File: config.mk
export PLATFORM = sky130hd
export DESIGN_NAME = emmc_bist
export DESIGN_NICKNAME = d
export VERILOG_FILES = /design/src/rtl/emmc_bist.sv
export SDC_FILE = /design/constraint.sdc
export NUM_CORES = 1
export LEC_CHECK = 0
export BUFFER_PORTS_ARGS = -buffer_cell sky130_fd_sc_hd__buf_2
export CORE_ASPECT_RATIO = 1.5
export CORE_MARGIN = 2
export CORE_UTILIZATION = 58
export DETAILED_ROUTE_END_ITERATION = 10
export GPL_TIMING_DRIVEN = 0
export PLACE_DENSITY = 0.82
export SLEW_MARGIN = 20
export SYNTH_ARGS = -nofsm -noshare
export SYNTH_HDL_FRONTEND = slang
export SYNTH_SLANG_ARGS = --single-unit
File: constraint.sdc
create_clock -name clk_i -period 6.3 [get_ports clk_i]
set_input_delay 0.63 -clock clk_i [delete_from_list [all_inputs] [get_ports clk_i]]
set_output_delay 0.63 -clock clk_i [all_outputs]
set_load 0.05 [all_outputs]
File: src/rtl/emmc_bist.sv
// Write/read-back pattern generator and checker driving emmc_sm's host interface.
// Each loop writes TOTAL bytes of base+idx, reads them back and counts mismatches.
module emmc_bist #(
    parameter int          BLK_BYTES = 512,
    parameter int          BLK_CNT   = 1,
    parameter int          LOOPS     = 1,
    parameter logic [7:0]  SEED      = 8'h00
) (
    input  logic        clk_i,
    input  logic        nrst_i,
    input  logic        run_i,
    input  logic        ready_i,
    input  logic        dvalid_i,
    input  logic [7:0]  dat_i,
    output logic        start_o,
    output logic        we_o,
    output logic [7:0]  dat_o,
    output logic [15:0] blk_cnt_o,
    output logic        busy_o,
    output logic        done_o,
    output logic        pass_o,
    output logic [15:0] err_cnt_o,
    output logic [23:0] first_err_o,
    output logic [15:0] loop_cnt_o
);

    localparam logic [15:0] TOTAL   = 16'(BLK_BYTES * BLK_CNT);
    localparam logic [15:0] LOOPS_W = 16'(LOOPS);

    typedef enum logic [2:0] {
        S_IDLE,
        S_WR_START,
        S_WR_DATA,
        S_RD_START,
        S_RD_DATA,
        S_DONE
    } state_t;

    state_t      state_q, state_d;
    logic [15:0] idx_q, idx_d;
    logic [7:0]  base_q, base_d;
    logic [15:0] err_q, err_d;
    logic [23:0] ferr_q, ferr_d;
    logic [15:0] loop_q, loop_d;
    logic        first_q, first_d;

    logic [7:0]  exp_byte;
    logic [15:0] err_add;
    logic [16:0] err_sum;
    logic        loop_end;

    assign exp_byte = base_q + idx_q[7:0];
    assign err_sum  = {1'b0, err_q} + {1'b0, err_add};

    always_comb begin
        state_d  = state_q;
        idx_d    = idx_q;
        base_d   = base_q;
        err_d    = err_q;
        ferr_d   = ferr_q;
        loop_d   = loop_q;
        first_d  = first_q;
        start_o  = 1'b0;
        err_add  = 16'd0;
        loop_end = 1'b0;

        case (state_q)
            S_IDLE: begin
                if (run_i && ready_i) begin
                    err_d   = 16'd0;
                    ferr_d  = 24'd0;
                    loop_d  = 16'd0;
                    base_d  = SEED;
                    state_d = S_WR_START;
                end
            end
            S_WR_START: begin
                start_o = 1'b1;
                idx_d   = 16'd0;
                first_d = 1'b1;
                state_d = S_WR_DATA;
            end
            S_WR_DATA: begin
                first_d = 1'b0;
                if (dvalid_i && (idx_q != TOTAL)) begin
                    idx_d = idx_q + 16'd1;
                end
                // first cycle masks emmc_sm's late fall of ready
                if (!first_q && ready_i && (idx_q == TOTAL)) begin
                    state_d = S_RD_START;
                end
            end
            S_RD_START: begin
                start_o = 1'b1;
                idx_d   = 16'd0;
                first_d = 1'b1;
                state_d = S_RD_DATA;
            end
            S_RD_DATA: begin
                first_d = 1'b0;
                if (dvalid_i) begin
                    if (idx_q < TOTAL) begin
                        if (dat_i != exp_byte) begin
                            err_add = 16'd1;
                        end
                        idx_d = idx_q + 16'd1;
                    end else begin
                        err_add = 16'd1;
                    end
                end
                if (!first_q && ready_i) begin
                    if (idx_q == TOTAL) begin
                        loop_end = 1'b1;
                    end else if (!dvalid_i) begin
                        // command ended early: every missing byte is an error
                        err_add  = TOTAL - idx_q;
                        loop_end = 1'b1;
                    end
                end
            end
            S_DONE: begin
                if (!run_i) begin
                    state_d = S_IDLE;
                end
            end
            default: state_d = S_IDLE;
        endcase

        if (err_add != 16'd0) begin
            err_d = err_sum[16] ? 16'hFFFF : err_sum[15:0];
            if (err_q == 16'd0) begin
                ferr_d = {loop_q[7:0], idx_q};
            end
        end

        if (loop_end) begin
            loop_d = loop_q + 16'd1;
            base_d = base_q + 8'd1;
            if (((LOOPS != 0) && ((loop_q + 16'd1) == LOOPS_W)) || !run_i) begin
                state_d = S_DONE;
            end else begin
                state_d = S_WR_START;
            end
        end
    end

    always_ff @(posedge clk_i) begin
        if (!nrst_i) begin
            state_q <= S_IDLE;
            idx_q   <= 16'd0;
            base_q  <= SEED;
            err_q   <= 16'd0;
            ferr_q  <= 24'd0;
            loop_q  <= 16'd0;
            first_q <= 1'b0;
        end else begin
            state_q <= state_d;
            idx_q   <= idx_d;
            base_q  <= base_d;
            err_q   <= err_d;
            ferr_q  <= ferr_d;
            loop_q  <= loop_d;
            first_q <= first_d;
        end
    end

    assign we_o        = (state_q == S_WR_START) || (state_q == S_WR_DATA);
    assign dat_o       = exp_byte;
    assign blk_cnt_o   = 16'(BLK_CNT);
    assign busy_o      = (state_q != S_IDLE) && (state_q != S_DONE);
    assign done_o      = (state_q == S_DONE);
    assign pass_o      = done_o && (err_q == 16'd0);
    assign err_cnt_o   = err_q;
    assign first_err_o = ferr_q;
    assign loop_cnt_o  = loop_q;

endmodule

After elaboration in Yosys (flattened, before gate mapping) --
Cells that the tools add are included.
Storage, ports and cells: memories 0, latch bits 0, memory bits (read-only) 0, logic and storage cells 92, RAM bits 0, input bits 13, register bits after elaboration 84, output and inout bits 85
Operators by class: shifts and indexed selects 0, eq/ne operators 17, divide/modulo/power cells 0, bitwise gates (word level) 0, reduce and logical (&&, ||, !) cells 26, multiply operators 0, add/sub/neg operators 6, magnitude comparators 1, muxes and demuxes 35
Operator list (number):
- $mux 16 | 14
- $mux 24 | 4
- $pmux 16 s3 | 1
- $add 16x1->16 const B | 2
- $mux 8 | 3
- $pmux 3 s6 | 1
- $add 16x16->17 | 1
- $eq 16x1->1 const B | 1
- $eq 16x10->1 const B | 1
- $logic_not 16->1 | 1
- $lt 16x10->1 const B | 1
- $ne 16x10->1 const B | 1
- $reduce_bool 16->1 | 1
- $sub 10x16->16 const A | 1
- $mux 3 | 5
- $reduce_bool 2->1 | 5
- $ne 3x3->1 const B | 3
- $add 8x1->8 const B | 1
- $add 8x8->8 | 1
- $ne 2x2->1 const B | 4
- $ne 8x8->1 | 1
- $reduce_and 4->1 | 2
- $eq 3x2->1 const B | 2
- $eq 3x3->1 const B | 2
- other kinds (11) | 26

Longest topological paths before layout --
depth in word-level cells 12, mapped depth 23, mapped depth without buffers 20

Least setup slack after synthesis --
Ideal clock, no wire load.
kind register to register, start reg idx_q[0], end reg err_q[14], in the netlist err_cnt_o[14], data arrival time 4821 ps, setup time 141 ps, setup slack 1338 ps, stages on the path, launching flop included 22, period minus slack after synthesis 4962 ps, cells stage by stage dfxtp_1 ha_1 fa_1 xor2_1 xnor2_1 o311ai_0 nor4_1 and4_1 a21o_2 inv_1 ha_1 inv_1 fa_1 nor2b_1 o2111ai_1 a311oi_1 o21a_1 o21ai_0 a21oi_1 a211oi_4 buf_6 a221oi_1
On the way: word-level cells in the longest chain between the ends 12, elaborated cells on any way between the ends 19, those cells by class add/sub: 3; order compare: 1; eq/ne: 2; mux: 9; reduce/logical: 4
RTL lines:
- start: declaration | RTL line 40 | logic [15:0] idx_q, idx_d;
- start signal: assignment | RTL line 158 | idx_q <= idx_d;
- $add 8x8->8 (*) | RTL line 52 | assign exp_byte = base_q + idx_q[7:0];
- net dat_o[2] | RTL line 17 | output logic [7:0] dat_o,
- $ne 8x8->1 (*) | RTL line 103 | if (dat_i != exp_byte) begin
- $mux 1 (*) | RTL line 103
- $mux 16 (*) | RTL line 102 | if (idx_q < TOTAL) begin
- $mux 16 (*) | RTL line 101 | if (dvalid_i) begin
- $mux 16 | RTL line 114 | end else if (!dvalid_i) begin
- $mux 16 | RTL line 112 | if (idx_q == TOTAL) begin
- $mux 16 (*) | RTL line 111 | if (!first_q && ready_i) begin
- $mux 16 (*) | RTL line 67 | case (state_q)
- $add 16x16->17 / $reduce_bool 16->1 (equally long branches) | RTL line 53, 129
- $mux 16 / $reduce_bool 2->1 (equally long branches)
- $mux 16 / $reduce_and 2->1 (equally long branches)
- end signal: assignment | RTL line 160 | err_q <= err_d;
- end: declaration | RTL line 42 | logic [15:0] err_q, err_d;
The timed path passes the listed nets; every way through them passes the cells marked *. A chain may end at the register's enable or synchronous reset.

Final worst setup path --
start reg idx_q[0], end reg err_q[5], in the netlist err_cnt_o[5]
On the way: word-level cells in the longest chain between the ends 12, elaborated cells on any way between the ends 19, those cells by class add/sub: 3; order compare: 1; eq/ne: 2; mux: 9; reduce/logical: 4
RTL lines (RTL line):
- $add 8x8->8 | 52
- $ne 8x8->1 | 103
- $mux 1 | 103
- $mux 16 | 102
- $mux 16 | 101
- $mux 16 | 114
- $mux 16 | 112
- $mux 16 (*) | 111
- $mux 16 (*) | 67
- $add 16x16->17 / $reduce_bool 16->1 (equally long branches) | 53, 129
- $mux 16 / $reduce_bool 2->1 (equally long branches)
- $mux 16 / $reduce_and 2->1 (equally long branches)
Mark *: on every way between the ends. The rest lies on a longest branch, timed or not.

==> results.json <==
{
  "hold_slack_ns": 0.469,
  "syn_to_final_growth_pct": 14.8,
  "grt_pass1_vias": 5603,
  "grt-ovfl-total": 0,
  "leakage_nw": 2.91,
  "outcome": "complete, no violations",
  "cts_root_buf": "clkbuf_16",
  "synth.yosys.warnings": 0,
  "multiInputGateArea_um2": 3930,
  "worst_pin_slew_ns": 0.664,
  "grt_usage": 0.294,
  "port_buffers": 81,
  "arrival_ns": 5.68,
  "gp_congestion": 0.931,
  "post_cts_resized": 0,
  "drt-initial-drc-count": 344,
  "placed_cells": 981,
  "finalHoldViolCount": 0,
  "hold_buffers": 0,
  "start_kind": "flip-flop",
  "dp_hpwl_mm": 12.7,
  "regArea_um2": 1680,
  "drive_gt1_frac": 0.185,
  "post-cts-setup-buffers": 0,
  "met3_usage": 0.0420,
  "setup_tns_ns": 0,
  "htreeDepth": 3,
  "grt-busiest-layer": "met2",
  "synth_cell_types": 80,
  "synthCells": 769,
  "clock-sinks": 84,
  "end_kind": "flip-flop",
  "grt_max_degree": 18,
  "antenna_found_initial": 0,
  "synth_seq_cells": 84,
  "drt-vias-per-instance": 6.09,
  "post-place-ws_ns": 0.893,
  "layout_common_cells": "buf_2, dfxtp_1, nor2_1",
  "dieArea_um2": 11300,
  "critPathMaxFanout": 10,
  "cts_buffers": 9,
  "crit_type": "reg -> reg",
  "synth_flop_cell": "dfxtp_1",
  "grt_use_met2": 0.545,
  "synth.top_cell.area_share": 0.277,
  "slew_viol_final": 0,
  "diodes": 0,
  "hold_class": "reg -> reg",
  "final_nets": 918,
  "fin_skew_ns": 0.00703,
  "reg2regPathDepth": 23,
  "mostFrequentLayoutCell": "buf_2",
  "synthArstFlopShare": 0,
  "cp.required_ns": 6.51,
  "drc": 0,
  "maxCapViolCount": 0,
  "vdd_ir_drop_max_mv": 0.146,
  "routed_wl_mm": 16.6,
  "rsz0062_at_grt": "no",
  "num_io_pins": 98,
  "synth_area_leaders": "dfxtp_1, ha_1, mux2i_1",
  "synth_edf_count": 0,
  "period_share": 0.869,
  "slew_headroom": 0.554,
  "ant_nets": 0,
  "synth_seq_area_share": 0.277,
  "fill_cells": 844,
  "setup_ws_ns": 0.828,
  "cts_tree": "built",
  "cts.clk_slew.worst_paths_ns": 0.07,
  "die_w_um": 87.5,
  "cts_buffer_depth": 2,
  "grtUsageMet1": 0.317,
  "core_um2": 10100,
  "drtPass1Iterations": 5,
  "finalNonFillerCells": 997,
  "synth.largest_area_cell": "dfxtp_1",
  "hold_depth": 2,
  "netlist_area_um2": 6060,
  "utilization": 0.687,
  "die_h_um": 129,
  "synth.avg_cell_area_um2": 7.88,
  "rows": 45,
  "clk_latency_ns": 0.35,
  "initial_core_util": 0.598,
  "setup_viol": 0,
  "cellPowerDensity_nw_per_um2": 187,
  "max_freq_ghz": 0.183,
  "grt_pass1_wl_mm": 26.4,
  "wl_per_cell_um": 16.6,
  "vias": 6070,
  "finalCriticalPeriod_ns": 5.47
}
==> metrics by stage <==
stage | instance area [um^2] | power [W]
finish | 6960 | 0.00130
global route | 6960 | 0.00134
CTS | 6960 | 0.00130
detailed placement | 6670 | 0.000783
global placement | 6670 | 0.000777
floorplan | 6110 | 0.000731
==> report_power, final <==
part           internal (W)  leakage, nW  switching (W)  total, W
Sequential         0.000537        0.677     0.00000599  0.000543
Combinational     0.0000690         2.10       0.000164  0.000233
Clock              0.000277        0.138       0.000246  0.000524
==> flip-flops by register name, summed over array words and instances (netlist names) <==
signal and count:
base_q 8, err_cnt_o 16, first_q 1, first_err_o 24
state_q 3, loop_cnt_o 16, idx_q 16
==> synthesized netlist by cell type, types with 8 or more instances <==
cell type	instances
and3_1	10
nand4_1	12
nand2b_1	8
nor2_1	79
inv_1	21
nand2_1	75
nor3_1	24
ha_1	28
and2_1	9
o21ai_0	35
nor4_1	15
xor2_1	19
clkbuf_1	35
buf_4	19
mux2i_1	30
a221oi_1	13
a21oi_1	39
or3_1	10
dfxtp_1	84
nand3_1	47
buf_2	10
xnor2_1	31
nor2b_1	9
==> final timing paths <==
path | start | slack, ns | endpoint
hold / removal | first_err_o[14] | 0.47 | first_err_o[14]
hold reg to reg | first_err_o[14] | 0.47 | first_err_o[14]
setup reg to reg | idx_q[0] | 0.83 | err_cnt_o[5]
setup / recovery | idx_q[0] | 0.83 | err_cnt_o[5]
==> worst max-delay path, cell delays in order (launching register included) <==
cell,delay [ns]
dfxtp_1,0.36
buf_2,0.22
inv_1,0.12
ha_1,0.24
or3b_1,0.35
clkbuf_1,0.20
nor3_2,0.39
a31oi_2,0.28
nand2_1,0.14
and4_1,0.17
a21o_2,0.19
inv_1,0.10
ha_1,0.21
inv_1,0.07
fa_1,0.20
nor2b_1,0.06
o2111ai_1,0.31
a311oi_1,0.16
o21a_1,0.21
o21ai_0,0.39
a21oi_1,0.19
a211oi_4,0.45
buf_6,0.22
a221oi_1,0.09
==> cell families (layout without fill, tap and decap cells) <==
kind of cell,Yosys count,count (layout),share of synthesized area
buffers and inverters,95,192,0.0834
AOI/OAI and AO/OA,153,153,0.181
adders and majority gates,30,30,0.0644
and+or+nand+nor,324,324,0.267
muxes,30,30,0.0495
DFF,84,84,0.277
other,2,16,0.00124
xor gates and xnor gates,51,51,0.0760
==> final cells by class <==
class	count	share of cell area
Multi-Input combinational cell	604	0.564
Sequential cell	84	0.242
Buffer	74	0.0613
Timing Repair Buffer	81	0.0582
Clock buffer	9	0.0324
Tap cell	117	0.0210
Inverter	21	0.0113
Clock inverter	7	0.00989
==> per-layer routing <==
metal  up-vias  part of all wire
met5         -                 0
met4         0             0.034
met3        49             0.045
met2       226              0.54
met1      2874              0.38
li1       2921                 -
Note: power is estimated with default switching activity, not from simulation.
